## src/rtl/fg_cond_pkg.sv

```systemverilog
// Shared types and defaults for the fast-gate signal conditioner.
// Holds the lock-state enum, counter width and default timing windows.
package fg_cond_pkg;

    localparam int CNT_W = 24;

    localparam int DEF_FILTER_CYCLES = 8;
    localparam int DEF_PERIOD_MIN    = 1_900_000;
    localparam int DEF_PERIOD_MAX    = 2_100_000;
    localparam int DEF_WIDTH_MIN     = 18_000;
    localparam int DEF_WIDTH_MAX     = 22_000;
    localparam int DEF_LOCK_COUNT    = 4;

    localparam logic [CNT_W-1:0] CNT_SAT = '1;

    typedef enum logic [1:0] {
        ST_IDLE    = 2'd0,
        ST_ACQUIRE = 2'd1,
        ST_LOCKED  = 2'd2,
        ST_LOST    = 2'd3
    } lock_state_e;

    function automatic logic in_range(input logic [CNT_W-1:0] v,
                                      input logic [CNT_W-1:0] lo,
                                      input logic [CNT_W-1:0] hi);
        return (v >= lo) && (v <= hi);
    endfunction

endpackage

```

## src/rtl/sync_glitch_filter.sv

```systemverilog
// Two-flop synchronizer followed by a persistence filter: the output follows
// the synchronized level only after it has disagreed for FILTER_CYCLES+1 samples.
module sync_glitch_filter #(
    parameter int FILTER_CYCLES = 8
) (
    input  logic clock,
    input  logic reset_signal,
    input  logic din,
    output logic dout
);
    localparam int CW = $clog2(FILTER_CYCLES + 1);

    logic [1:0]    sync_q, sync_d;
    logic [CW-1:0] cnt_q, cnt_d;
    logic          clean_q, clean_d;

    always_comb begin
        sync_d  = {sync_q[0], din};
        cnt_d   = '0;
        clean_d = clean_q;
        // Counting to FILTER_CYCLES (not FILTER_CYCLES-1) gives 2+FILTER_CYCLES total latency.
        if (sync_q[1] != clean_q) begin
            if (cnt_q == CW'(FILTER_CYCLES)) clean_d = sync_q[1];
            else                             cnt_d   = cnt_q + 1'b1;
        end
    end

    always_ff @(posedge clock) begin
        if (reset_signal) begin
            sync_q  <= '0;
            cnt_q   <= '0;
            clean_q <= 1'b0;
        end else begin
            sync_q  <= sync_d;
            cnt_q   <= cnt_d;
            clean_q <= clean_d;
        end
    end

    assign dout = clean_q;

endmodule

```

## src/rtl/fg_signal_conditioner.sv

```systemverilog
// Fast-gate conditioner: cleans the opto level, measures period and high width,
// and runs a lock FSM that gates the fg_pulse strobe to the experiment FSM.
module fg_signal_conditioner
    import fg_cond_pkg::*;
#(
    parameter int FILTER_CYCLES = DEF_FILTER_CYCLES,
    parameter int PERIOD_MIN    = DEF_PERIOD_MIN,
    parameter int PERIOD_MAX    = DEF_PERIOD_MAX,
    parameter int WIDTH_MIN     = DEF_WIDTH_MIN,
    parameter int WIDTH_MAX     = DEF_WIDTH_MAX,
    parameter int LOCK_COUNT    = DEF_LOCK_COUNT
) (
    input  logic             clock,
    input  logic             reset_signal,
    input  logic             fg_opto,
    output logic             fg_clean,
    output logic             fg_pulse,
    output logic             fg_locked,
    output logic [CNT_W-1:0] period_cycles,
    output logic [CNT_W-1:0] width_cycles,
    output logic [7:0]       loss_count
);
    localparam int GOOD_W = $clog2(LOCK_COUNT + 1);
    localparam logic [CNT_W-1:0] P_MIN = CNT_W'(PERIOD_MIN);
    localparam logic [CNT_W-1:0] P_MAX = CNT_W'(PERIOD_MAX);
    localparam logic [CNT_W-1:0] W_MIN = CNT_W'(WIDTH_MIN);
    localparam logic [CNT_W-1:0] W_MAX = CNT_W'(WIDTH_MAX);

    logic              clean;
    logic              clean_prev_q;
    logic              rise, fall, timeout, per_good, wid_good;
    logic [CNT_W-1:0]  per_cnt_q, per_cnt_d;
    logic [CNT_W-1:0]  wid_cnt_q, wid_cnt_d;
    logic [CNT_W-1:0]  period_q, period_d;
    logic [CNT_W-1:0]  width_q, width_d;
    logic [GOOD_W-1:0] good_q, good_d, good_inc;
    logic [7:0]        loss_q, loss_d;
    logic              pulse_q, pulse_d;
    logic              locked_q, locked_d;
    lock_state_e       state_q, state_d;

    sync_glitch_filter #(
        .FILTER_CYCLES(FILTER_CYCLES)
    ) u_filter (
        .clock       (clock),
        .reset_signal(reset_signal),
        .din         (fg_opto),
        .dout        (clean)
    );

    always_comb begin
        rise     = clean & ~clean_prev_q;
        fall     = ~clean & clean_prev_q;
        per_good = in_range(per_cnt_q, P_MIN, P_MAX);
        wid_good = in_range(wid_cnt_q, W_MIN, W_MAX);
        // A rise in the same cycle as the overrun is still measured as a period.
        timeout  = (per_cnt_q > P_MAX) && !rise;
        good_inc = good_q + 1'b1;

        per_cnt_d = rise ? CNT_W'(1) : (per_cnt_q == CNT_SAT) ? per_cnt_q : per_cnt_q + 1'b1;
        wid_cnt_d = rise ? CNT_W'(1)
                  : (clean && wid_cnt_q != CNT_SAT) ? wid_cnt_q + 1'b1 : wid_cnt_q;

        period_d = period_q;
        if (rise && (state_q == ST_ACQUIRE || state_q == ST_LOCKED)) period_d = per_cnt_q;
        width_d = fall ? wid_cnt_q : width_q;

        state_d = state_q;
        good_d  = good_q;
        pulse_d = 1'b0;
        case (state_q)
            ST_IDLE: begin
                if (rise) begin
                    state_d = ST_ACQUIRE;
                    good_d  = '0;
                end
            end
            ST_ACQUIRE: begin
                if (rise) begin
                    if (per_good) begin
                        good_d = good_inc;
                        if (good_inc == GOOD_W'(LOCK_COUNT)) state_d = ST_LOCKED;
                    end else begin
                        good_d = '0;
                    end
                end else if (timeout) begin
                    state_d = ST_IDLE;
                end
                if (fall && !wid_good) good_d = '0;
            end
            ST_LOCKED: begin
                if (rise) begin
                    if (per_good) pulse_d = 1'b1;
                    else          state_d = ST_LOST;
                end else if ((fall && !wid_good) || timeout) begin
                    state_d = ST_LOST;
                end
            end
            ST_LOST:  state_d = ST_IDLE;
            default:  state_d = ST_IDLE;
        endcase

        // LOST is only ever held for one cycle, so state_d==LOST marks entry.
        loss_d   = (state_d == ST_LOST && loss_q != 8'hFF) ? loss_q + 8'd1 : loss_q;
        locked_d = (state_d == ST_LOCKED);
    end

    always_ff @(posedge clock) begin
        if (reset_signal) begin
            clean_prev_q <= 1'b0;
            per_cnt_q    <= '0;
            wid_cnt_q    <= '0;
            period_q     <= '0;
            width_q      <= '0;
            good_q       <= '0;
            loss_q       <= '0;
            pulse_q      <= 1'b0;
            locked_q     <= 1'b0;
            state_q      <= ST_IDLE;
        end else begin
            clean_prev_q <= clean;
            per_cnt_q    <= per_cnt_d;
            wid_cnt_q    <= wid_cnt_d;
            period_q     <= period_d;
            width_q      <= width_d;
            good_q       <= good_d;
            loss_q       <= loss_d;
            pulse_q      <= pulse_d;
            locked_q     <= locked_d;
            state_q      <= state_d;
        end
    end

    assign fg_clean      = clean;
    assign fg_pulse      = pulse_q;
    assign fg_locked     = locked_q;
    assign period_cycles = period_q;
    assign width_cycles  = width_q;
    assign loss_count    = loss_q;

endmodule

```

## config.mk

```make
export PLATFORM = sky130hd
export DESIGN_NAME = fg_signal_conditioner
export DESIGN_NICKNAME = d
export VERILOG_FILES = /design/src/rtl/fg_cond_pkg.sv /design/src/rtl/sync_glitch_filter.sv /design/src/rtl/fg_signal_conditioner.sv
export SDC_FILE = /design/constraint.sdc
export NUM_CORES = 1
export LEC_CHECK = 0
export ABC_AREA = 1
export CORE_MARGIN = 2
export CORE_UTILIZATION = 51
export CTS_CLUSTER_SIZE = 14
export DETAILED_ROUTE_END_ITERATION = 8
export PLACE_DENSITY = 0.75
export SLEW_MARGIN = 20
export SYNTH_ARGS = -nofsm -noshare
export SYNTH_HDL_FRONTEND = slang
export SYNTH_SLANG_ARGS = --single-unit
```

## constraint.sdc

```tcl
create_clock -name clock -period 2.6 [get_ports clock]
set_input_delay 0.65 -clock clock [delete_from_list [all_inputs] [get_ports clock]]
set_output_delay 0.65 -clock clock [all_outputs]
set_load 0.005 [all_outputs]
```

==> flow_summary.toml <==
[logic_synthesis]
synthMuxAreaShare_pct = 0
synthAdderAreaFrac_pct = 2.840
syn_area_per_cell_um2 = 6.992
netlist_area_mm2 = 0.005727
synth_top_cell_area_share_pct = 41.60
synth_fp_nets = 835
yosysTopAreaCell = "dfxtp_1"
synth_cell_types = 34
yosys-top-cells-area = "dfxtp_1 (42%), nand2_1 (10%), a21oi_1 (7.3%)"
synth_cells = 819
ys_seq_elements = 119
synth-xor-area-share_pct = 3.976
ys_warn_count = 0
synth_compound_area_share_pct = 12.76
seq_area_frac_synth_pct = 41.60
synth-simple-area-share_pct = 30.26
synth_top_family_by_area = "simple AND/OR/NAND/NOR gates"

[grt]
antenna_found_initial = 0
track_usage_pct = 27.72
grt_pass1_vias = 5374
grt_overflow = 0
grt_pass1_wl_um = 25890
grt_max_degree = 46

[worst_setup_path]
crit_chain = "ha_1, inv_1, nor3_4, nand2_1, nor3_2, nand3_1, nand2_4, inv_4, nand3_2, nor2_1, nand3_1, o21ai_0, a21oi_1"
timing.critical_path.mode_cell = "nand3_1"
worstPathArrival_ps = 2800
required_ps = 3050
max_stage_delay_ps = 450
crit_slowest_cell = "dfxtp_1"
start_kind = "register"
critPathKind = "reg2reg"
end_kind = "register"
path_max_fanout = 13

[sta]
hold_viol = 0
worst_slack_ps = 247.7
setup_violations = 0
slew_headroom_pct = 46.14
drv_slew = 0
tns_ps = 0
worst_pin_slew_ps = 806.0
period_minus_slack_ps = 2352
max_freq_mhz = 425.1
clock_skew_ps = 8.166
rsz0062_at_grt = "false"
post-route-period-util_pct = 90.47

[cells_and_area]
nets = 898
mostFrequentLayoutCell = "nand2_1"
fin_util_pct = 64.22
post_route_cells_drive_above_1_share_pct = 7.063
syn2layout_area_growth_pct = 22.09
layout_common_cells = "nand2_1 (155), dfxtp_1 (119), nor2_1 (109), inv_1 (90), a21oi_1 (84)"
instances_no_fill = 1032
diodes = 0

[clock_tree]
cts_inserted_buffers = 17
cts.path.max_buffers = 2
cts-root-buf = "clkbuf_8"
path_clk_slew_ps = 50
clkSinkCount = 119
htreeDepth = 4
cts_tree = "built"
ctsHoldBuffers = 0
postCtsSetupRepairBufs = 0
clkLatencyLatePin_ps = 520

[route]
viasPerCell = 5.364
wirelength_um = 15670
drc = 0
final_antenna_net_count = 0
drt_first_pass_iters = 5
vias = 5536
drt-initial-drc-count = 417
wire_per_inst_um = 15.19

[die]
initial_utilization_pct = 52.60
ios = 62
die_h_um = 110.0
die_w_um = 110.0
rows = 38
die_area_mm2 = 0.01209
core_area_mm2 = 0.01089

[pwr]
irDropWorstVdd_mv = 0.5554
finalPower_mw = 4.397
leakage_nw = 2.740
power.density_mw_per_mm2 = 628.9

[run]
maxCapViolations = 0

[place]
dpl_worst_slack_ps = 260.3
finalWeightedCongestion = 0.9429
place_hpwl_um = 11430
portBuffers = 61
place_inst = 1003

[hold_path]
hold_class = "reg2reg"

[outcome]
status = "finished, final reports clean"
synthesized netlist by cell type:
library cell	n
buf_1	1
a21oi_1	84
or2_1	1
o21ai_0	49
ha_1	13
xnor2_1	7
clkbuf_1	22
a31oi_1	3
clkinv_1	1
nand2_4	2
nand3_1	65
nand4_1	19
and2_1	1
buf_4	1
nor3_2	3
o21bai_1	1
nor2_1	110
xor2_1	19
nand3_2	2
a21oi_4	1
nor4_1	4
dfxtp_1	119
buf_2	6
o21a_1	2
or2_0	1
nor3_1	19
nand2_1	155
inv_2	5
nor2_8	1
nand2_2	5
inv_4	1
inv_1	90
nor2_2	5
a21o_1	1
worst max-delay path, delay by kind of cell, from the launching register on:
family / cells / cell delay, ps
AO/OA/AOI/OAI: 2 / 200
adder cells (fa/ha/maj): 1 / 220
buffers and inverters: 2 / 200
flip-flops: 1 / 450
AND/OR/NAND/NOR: 8 / 1210
metrics by stage:
stage,area (um2),hold slack (ps)
global route,6992,446.1
finish,6992,420.1
detailed placement,6489,419.8
global placement,6489,398.1
CTS,6985,426.4
floorplan,5727,388.3
logic make-up after synthesis:
| family | Yosys count |
|---|---|
| AO/OA/AOI/OAI | 141 |
| AND/OR/NAND/NOR | 393 |
| XOR/XNOR | 26 |
| adder cells (fa/ha/maj) | 13 |
| buffers and inverters | 127 |
| flip-flops | 119 |
state kept, by name (all words and copies together) (netlist names), 3 cells and up:
signal,cells
period_cycles,24
loss_count,8
good_q,3
width_cycles,24
wid_cnt_q,24
per_cnt_q,24
u_filter.cnt_q,4
path summary, 6_finish.rpt:
kind | start | end | slack, ps | cells past startpoint
worst min register to register | u_filter.sync_q[0] | u_filter.sync_q[1] | 420 | 2
worst max register to register | wid_cnt_q[0] | wid_cnt_q[12] | 250 | 13
worst max-delay path | wid_cnt_q[0] | wid_cnt_q[12] | 250 | 13
worst min-delay path | u_filter.sync_q[0] | u_filter.sync_q[1] | 420 | 2
routing by layer:
metal / track usage [%] / up-vias / share of wire (%)
li1: - / 2775 / -
met1: 33.86 / 2564 / 44
met2: 47.02 / 169 / 50
met3: 6.639 / 28 / 4.7
met4: 10.58 / 0 / 1.9
met5: 0 / - / 0
what timing repair did:
action | 4_1_cts | 5_1_grt
hold endpoints to repair | 0 | 0
endpoints found under the setup margin | 0 | 1
gates resized for setup | 0 | 1
power by group:
| group | switching, mW | total [mW] | internal (mW) |
|---|---|---|---|
| registers | 0.0324 | 1.89 | 1.86 |
| clock network | 0.771 | 1.99 | 1.22 |
| logic | 0.357 | 0.513 | 0.156 |
final cells by class:
class | instances | area [um2]
clock buffers | 25 | 474.2
clock inverters | 4 | 22.52
fillers | 995 | 3896
inverters | 97 | 366.6
multi-input cells | 573 | 2863
flip-flops and latches | 119 | 2382
well taps | 140 | 175.2
repair buffers | 74 | 708.2
(Power assumes the default switching activity.)
